**src/rtl/enc_8_3_seq_if.sv**
```systemverilog
// Request/index bus for the sequential 8-to-3 priority encoder.
// The requester drives the load side and ready; the encoder drives the index side.
interface enc_8_3_seq_if #(
  parameter int unsigned WIDTH = 8,
  parameter int unsigned IDX_W = 3
);
  logic [2:0]       en_i;
  logic [WIDTH-1:0] data_i;
  logic             load_i;
  logic             ready_i;
  logic [IDX_W-1:0] data_o;
  logic             valid_o;
  logic             last_o;
  logic [IDX_W:0]   count_o;
  logic             gs_o;
  logic             zero_o;
  logic             busy_o;

  modport master (
    output en_i, data_i, load_i, ready_i,
    input  data_o, valid_o, last_o, count_o, gs_o, zero_o, busy_o
  );

  modport slave (
    input  en_i, data_i, load_i, ready_i,
    output data_o, valid_o, last_o, count_o, gs_o, zero_o, busy_o
  );
endinterface

```
**src/rtl/enc_8_3_seq.sv**
```systemverilog
// Sequential 8-to-3 priority encoder: captures a request vector under a
// 74x138-style enable and emits one index per valid/ready handshake.
module enc_8_3_seq #(
  parameter int unsigned WIDTH     = 8,
  parameter int unsigned IDX_W     = 3,
  parameter logic [2:0]  EN_ACTIVE = 3'b100,
  parameter bit          MSB_FIRST = 1'b1
) (
  input  logic               clk,
  input  logic               rst_n,
  enc_8_3_seq_if.slave       bus
);

  typedef enum logic {IDLE, EMIT} state_t;

  state_t           state;
  logic [WIDTH-1:0] pend;
  logic [WIDTH-1:0] pend_drop;
  logic [IDX_W-1:0] data_q;
  logic             valid_q;
  logic [IDX_W:0]   count_q;
  logic             gs_q;
  logic             zero_q;

  // Later matching bits overwrite earlier ones, so scan order sets priority.
  function automatic logic [IDX_W-1:0] prio(input logic [WIDTH-1:0] v);
    logic [IDX_W-1:0] idx;
    idx = '0;
    for (int unsigned i = 0; i < WIDTH; i++) begin
      if (MSB_FIRST) begin
        if (v[i]) idx = IDX_W'(i);
      end else begin
        if (v[WIDTH-1-i]) idx = IDX_W'(WIDTH-1-i);
      end
    end
    return idx;
  endfunction

  function automatic logic [IDX_W:0] popcount(input logic [WIDTH-1:0] v);
    logic [IDX_W:0] cnt;
    cnt = '0;
    for (int unsigned i = 0; i < WIDTH; i++) begin
      cnt = cnt + {{IDX_W{1'b0}}, v[i]};
    end
    return cnt;
  endfunction

  always_comb begin
    pend_drop         = pend;
    pend_drop[data_q] = 1'b0;
  end

  always_ff @(posedge clk) begin
    if (!rst_n) begin
      state   <= IDLE;
      pend    <= '0;
      data_q  <= '0;
      valid_q <= 1'b0;
      count_q <= '0;
      gs_q    <= 1'b0;
      zero_q  <= 1'b0;
    end else begin
      zero_q <= 1'b0;
      case (state)
        IDLE: begin
          if (bus.load_i && (bus.en_i == EN_ACTIVE)) begin
            if (|bus.data_i) begin
              pend    <= bus.data_i;
              data_q  <= prio(bus.data_i);
              count_q <= popcount(bus.data_i);
              valid_q <= 1'b1;
              gs_q    <= 1'b1;
              state   <= EMIT;
            end else begin
              gs_q   <= 1'b0;
              zero_q <= 1'b1;
            end
          end
        end
        EMIT: begin
          // valid_q is always high here, so ready alone completes a handshake.
          if (bus.ready_i) begin
            pend    <= pend_drop;
            count_q <= count_q - (IDX_W+1)'(1);
            if (|pend_drop) begin
              data_q <= prio(pend_drop);
            end else begin
              valid_q <= 1'b0;
              state   <= IDLE;
            end
          end
        end
      endcase
    end
  end

  assign bus.data_o  = data_q;
  assign bus.valid_o = valid_q;
  assign bus.last_o  = valid_q && (count_q == (IDX_W+1)'(1));
  assign bus.count_o = count_q;
  assign bus.gs_o    = gs_q;
  assign bus.zero_o  = zero_q;
  assign bus.busy_o  = (state == EMIT);

endmodule
```
**src/flat_wrapper.sv**
```systemverilog
// flat-port wrapper written by rule: the top's interface ports become plain ports
module enc_8_3_seq_flat 
#(
  parameter int unsigned WIDTH     = 8,
  parameter int unsigned IDX_W     = 3,
  parameter logic [2:0]  EN_ACTIVE = 3'b100,
  parameter bit          MSB_FIRST = 1'b1
)
  (clk, rst_n, bus_en_i, bus_data_i, bus_load_i, bus_ready_i, bus_data_o, bus_valid_o, bus_last_o, bus_count_o, bus_gs_o, bus_zero_o, bus_busy_o);
  enc_8_3_seq_if #(.WIDTH(WIDTH), .IDX_W(IDX_W)) bus_i ();
  input  logic clk;
  input  logic rst_n;
  input wire logic [$bits(bus_i.en_i)-1:0] bus_en_i;
  input wire logic [$bits(bus_i.data_i)-1:0] bus_data_i;
  input wire logic [$bits(bus_i.load_i)-1:0] bus_load_i;
  input wire logic [$bits(bus_i.ready_i)-1:0] bus_ready_i;
  output wire logic [$bits(bus_i.data_o)-1:0] bus_data_o;
  output wire logic [$bits(bus_i.valid_o)-1:0] bus_valid_o;
  output wire logic [$bits(bus_i.last_o)-1:0] bus_last_o;
  output wire logic [$bits(bus_i.count_o)-1:0] bus_count_o;
  output wire logic [$bits(bus_i.gs_o)-1:0] bus_gs_o;
  output wire logic [$bits(bus_i.zero_o)-1:0] bus_zero_o;
  output wire logic [$bits(bus_i.busy_o)-1:0] bus_busy_o;
  assign bus_i.en_i = bus_en_i;
  assign bus_i.data_i = bus_data_i;
  assign bus_i.load_i = bus_load_i;
  assign bus_i.ready_i = bus_ready_i;
  assign bus_data_o = bus_i.data_o;
  assign bus_valid_o = bus_i.valid_o;
  assign bus_last_o = bus_i.last_o;
  assign bus_count_o = bus_i.count_o;
  assign bus_gs_o = bus_i.gs_o;
  assign bus_zero_o = bus_i.zero_o;
  assign bus_busy_o = bus_i.busy_o;
  enc_8_3_seq #(.WIDTH(WIDTH), .IDX_W(IDX_W), .EN_ACTIVE(EN_ACTIVE), .MSB_FIRST(MSB_FIRST)) u_core (.clk(clk), .rst_n(rst_n), .bus(bus_i));
endmodule
```
**config.mk**
```make
export PLATFORM = sky130hd
export DESIGN_NAME = enc_8_3_seq_flat
export DESIGN_NICKNAME = d
export VERILOG_FILES = /design/src/rtl/enc_8_3_seq_if.sv /design/src/rtl/enc_8_3_seq.sv /design/src/flat_wrapper.sv
export SDC_FILE = /design/constraint.sdc
export NUM_CORES = 1
export LEC_CHECK = 0
export ABC_AREA = 1
export CORE_MARGIN = 1
export CORE_UTILIZATION = 50
export CTS_CLUSTER_DIAMETER = 40
export DETAILED_ROUTE_END_ITERATION = 7
export PLACE_DENSITY = 0.81
export SETUP_SLACK_MARGIN = 0.4
export SLEW_MARGIN = 15
export SYNTH_ARGS = -nofsm -noshare
export SYNTH_HDL_FRONTEND = slang
export SYNTH_SLANG_ARGS = --single-unit
```
**constraint.sdc**
```tcl
create_clock -name clk -period 3.1 [get_ports clk]
set_input_delay 0.31 -clock clk [delete_from_list [all_inputs] [get_ports clk]]
set_output_delay 0.31 -clock clk [all_outputs]
set_load 0.005 [all_outputs]
```
# Word-level counts from Yosys, hierarchy flattened
# Index checks and enable logic that the tools add are counted.
# classes
add_sub_neg,8
order_cmp,2
eq_ne,7
n_mux,40
bitwise,5
reduce_logical,10
# op_table
op,n
2-to-1 mux 3 bit,12
adder 4 x 1 -> 4 bit,6
2-to-1 mux 8 bit,3
one-hot mux 8 bit (2 select lines),1
OR reduction 8 bit,2
2-to-1 mux 1 bit,12
2-to-1 mux 4 bit,3
bitwise AND 8 bit,1
2-to-1 mux 2 bit,4
inverter 8 bit,1
one-hot mux 4 bit (2 select lines),1
AND reduction 4 bit,2
inequality test 2 bit (second input constant),3
one-hot mux 3 bit (2 select lines),1
== test 4 x 1 -> 1 bit (second input constant),1
< comparator 3 x 4 -> 1 bit (second input constant),1
inequality test 2 x 1 -> 1 bit (second input constant),2
one-hot mux 1 bit (2 select lines),2
subtractor 4 x 1 -> 4 bit (second input constant),1
demux 1 bit (select 3 bit),1
== test 3 bit (second input constant),1
greater-or-equal comparator 3 x 1 -> 1 bit (second input constant),1
logical AND 1 bit,3
inverter 1 bit,3
other kinds (4),4
# totals
reg_bits,19
inputBits,15
output_inout_bits,12
elab_cells,79

# Depth between registers and ports, before layout
# depth
depth_word,16
mapped_depth,12
ltp_nobuf,12

# Worst setup path after synthesis
# OpenSTA, ideal clock, no wires.
# synth_timing
path_kind,input to register
startpoint,input bus_data_i[0]
endpoint,register u_core.count_q[2] (netlist: u_core.bus.count_o[2])
setup_ns,0.121
arrival_ns,2.664
t_required_ns,2.978
setup_slack_ns,0.315
cell_stages,11
path_buffers,0
path_cell_list,inv_1 -> ha_1 -> inv_1 -> fa_1 -> fa_1 -> fa_1 -> fa_1 -> xor2_1 -> nand2_1 -> o211ai_1 -> a21oi_2
# synth_between
elab_chain_cells,10
elab_cells_between_ends,13
classes_between,add/sub (7); eq/ne (1); mux (3); reduce/logical (2)
# synth_lines
element,line,rtl
start: declaration,flat_wrapper.sv:14,input wire logic [$bits(bus_i.data_i)-1:0] bus_data_i;
adder 1 x 1 -> 2 bit,enc_8_3_seq.sv:43,"cnt = cnt + {{IDX_W{1'b0}}, v[i]};"
adder 4 x 1 -> 4 bit (6 in series),enc_8_3_seq.sv:43,
2-to-1 mux 4 bit,enc_8_3_seq.sv:67,if (|bus.data_i) begin
2-to-1 mux 4 bit,enc_8_3_seq.sv:66,if (bus.load_i && (bus.en_i == EN_ACTIVE)) begin
one-hot mux 4 bit (2 select lines),enc_8_3_seq.sv:64,case (state)
end signal: assignment,enc_8_3_seq.sv:70,count_q <= popcount(bus.data_i);
end signal: assignment,enc_8_3_seq.sv:84,count_q <= count_q - (IDX_W+1)'(1);
end: declaration,enc_8_3_seq.sv:21,logic [IDX_W:0] count_q;
# Parallel ways exist; a longest one is shown, timed or not. The select of a mux whose other input is x is not followed.
# A chain may end at the register's enable or synchronous reset.

# Worst setup path in the final report
# layout_timing
startpoint,input bus_data_i[0]
endpoint,register u_core.count_q[1] (netlist: u_core.bus.count_o[1])
# Same word-level chain as after synthesis.

==> metrics.cfg <==
[final_layout]
diodes = 0
syn_to_final_growth_pct = 24.91
fillers = 221
final_util = 0.6691
seqCellArea_um2 = 380.4
multi_input_area_um2 = 847.1
layout.nets = 241
drive_gt1_frac = 0.1907
stdcell_area_um2 = 1688

[power_and_ir_drop]
pwr-share-seq = 0.467
ir_worst_vdd_mv = 0.2228
clkPwrFrac = 0.224
combPwrFrac = 0.310
netSwitchingFraction = 0.3225
p_int_uw = 391.6
switchingPower_uw = 186.4
p_leak_uw = 0.0007123
finalPower_uw = 578.0
pwr_density_cell_nw_per_um2 = 342.5

[detailed_routing]
via_count = 1300
avgViaCountPerCell = 5.306
drt_pass1_iterations = 5
drtIter0Drc = 36
finalWirelength_um = 2923
drc = 0
routedWlPerCell_um = 11.93
ant_nets = 0

[timing]
final_max_slew_viol_count = 0
relSlewSlack = 0.4858
finClkSkew_ns = 0.004299
final.min_clock_period_ns = 2.601
hold_viol = 0
fin_crit_sh = 0.8391
setup_viol = 0
fmax_mhz = 384.4
worstMarginPinSlew_ns = 0.7702
rsz0062_at_grt = false

[worst_setup_path]
worst_path_max_delay_cell = fa_2
worst_setup_path_start_kind = input pin
cp_max_fo = 2
crit_chain = buf_8 > inv_4 > ha_4 > inv_2 > fa_1 > fa_1 > fa_2 > fa_2 > nor2_2 > o21ai_1 > a21oi_1
end_kind = flip-flop
worstPathArrival_ns = 2.79
slowest_delay_ns = 0.55
required_ns = 3.29
crit_type = in -> reg
reg2reg_slack_ns = 1.15

[floorplan]
die_x_um = 53.99
rows = 18
initial_core_util = 0.5357
io_pins = 27
core-area_um2 = 2522
die_y_um = 53.99
die-area_um2 = 2914

[global_route]
grt_pass1_vias = 1134
antenna_found_initial = 0
gr-total-overflow = 0
grt_pass1_wl_um = 4878
track_usage = 0.2287
grt_max_degree = 22

[run]
drv_cap = 0

[synthesis]
netlist_area_um2 = 1351
synthXorXnorAreaFrac = 0.01944
synth_compound_area_frac = 0.1620
syn_inst = 188
synthSimpleGateAreaFrac = 0.3157
syn_nets = 213
ys_types = 30
synth_top_family_by_area = simple AND/OR/NAND/NOR gates
yosys.area_share.adder = 0.1148
ys_ff_latch = 19
yosys_warnings = 0
synthMuxAreaShare = 0
synth.avg_cell_area_um2 = 7.188
yosysSeqAreaShare = 0.2815

[cts]
cts_buffer_depth = 2
post_cts_buffers = 0
clk_pin_slew_ns = 0.12
hold_buffers = 0
cts_tree = yes
insertion_delay_ns = 0.29
cts_buffers = 3
clock-sinks = 19
htree_num_levels = 1
cts_root_buf = clkbuf_4

[outcome]
status = finished clean

[place]
dpl.hpwl_um = 2318
numPortBuffers = 26
place_congestion = 0.8976
place_area_um2 = 1632

[min_path]
hold_path.class = in -> reg

==> layer usage <==
| layer | global-route usage | wire [µm] |
|---|---|---|
| met5 | 0 | 0 |
| met4 | 0.07692 | 34 |
| met3 | 0.02825 | 144 |
| met2 | 0.3642 | 1367 |
| met1 | 0.3163 | 1376 |
==> what timing repair did <==
item / in CTS / in global routing
setup endpoints to repair: 3 / 2
gates resized for setup: 21 / 0
pin swaps: 8 / 5
==> sequential cells by signal, summed over array words and instances (netlist names) <==
| name | cells |
|---|---|
| u_core.pend | 8 |
| u_core.bus.count_o | 4 |
| u_core.bus.data_o | 3 |
| u_core.bus.busy_o | 1 |
| u_core.bus.gs_o | 1 |
| u_core.bus.valid_o | 1 |
| u_core.bus.zero_o | 1 |
==> worst paths after layout <==
| path | from | endpoint | cells past startpoint |
|---|---|---|---|
| worst min register to register | u_core.bus.gs_o$_SDFFE_PN0P_ | u_core.bus.gs_o$_SDFFE_PN0P_ | 2 |
| worst max register to register | u_core.bus.busy_o$_SDFF_PN0_ | u_core.bus.data_o[1]$_SDFFE_PN0P_ | 10 |
| worst max-delay path | bus_data_i[0] | u_core.bus.count_o[1]$_SDFFE_PN0P_ | 11 |
| worst min-delay path | bus_data_i[0] | u_core.pend[0]$_SDFFE_PN0P_ | 4 |
==> layout by cell type, fill, tap and decap left out, drive strengths merged <==
cell,n
buf,5
nand3,18
nor2,16
nand2,46
clkbuf,4
nor3,3
a21oi,11
fa,4
clkdlybuf4s50,22
xor2,3
dlygate4sd2,2
nand4,2
ha,6
clkinv,1
a31oi,8
o211ai,2
inv,24
dfxtp,19
o21ai,19
==> final cells by class <==
type	instances	area share
Multi-Input combinational cell	138	0.5019
Clock buffer	4	0.01557
Timing Repair Buffer	29	0.1720
Tap cell	30	0.02224
Sequential cell	19	0.2254
Inverter	25	0.06301
==> per-stage QoR <==
stage / cells / setup slack, ns / TNS (ns) / hold WS (ns)
global placement: 241 / -0.1844 / -0.3613 / 0.4586
global route: 245 / 0.4091 / 0 / 0.4030
detailed placement: 241 / -0.2646 / -0.5083 / 0.4675
CTS: 245 / 0.3530 / 0 / 0.4017
floorplan: 188 / 0.3670 / 0 / 0.4517
finish: 245 / 0.4987 / 0 / 0.4005
==> power by group through the flow <==
stage	clock [µW]	combinational (µW)	sequential [µW]
detailed placement	0	171	275
floorplan	0	114	271
global route	143	203	272
CTS	131	182	270
global placement	0	163	275
finish	129	179	270
==> worst max-delay path, delay by kind of cell <==
family / cells / cell delay (ns)
buffers and inverters: 3 / 0.14
adders and majority gates: 5 / 2.08
and+or+nand+nor: 1 / 0.04
AOI/OAI and AO/OA: 2 / 0.23
==> cells by family after synthesis <==
group / Yosys count
AND/OR/NAND/NOR: 85
AO/OA/AOI/OAI: 40
buffers and inverters: 31
flip-flops: 19
adder cells (fa/ha/maj): 10
XOR/XNOR: 3
==> synth_stat cells, drive strengths merged <==
master	number	area [µm²]
a21oi	11	58.81
clkinv	1	3.750
inv	24	97.60
o211ai	2	15.01
nand2	46	202.7
ha	6	75.07
buf	3	30.03
a31oi	8	50.05
nand3	18	95.09
o21ai	19	95.09
xor2	3	26.28
nor2	16	80.07
nor3	3	15.01
dfxtp	19	380.4
clkbuf	3	12.51
fa	4	80.08
nand4	2	33.78
No activity file was read; power rests on OpenSTA's default activity.
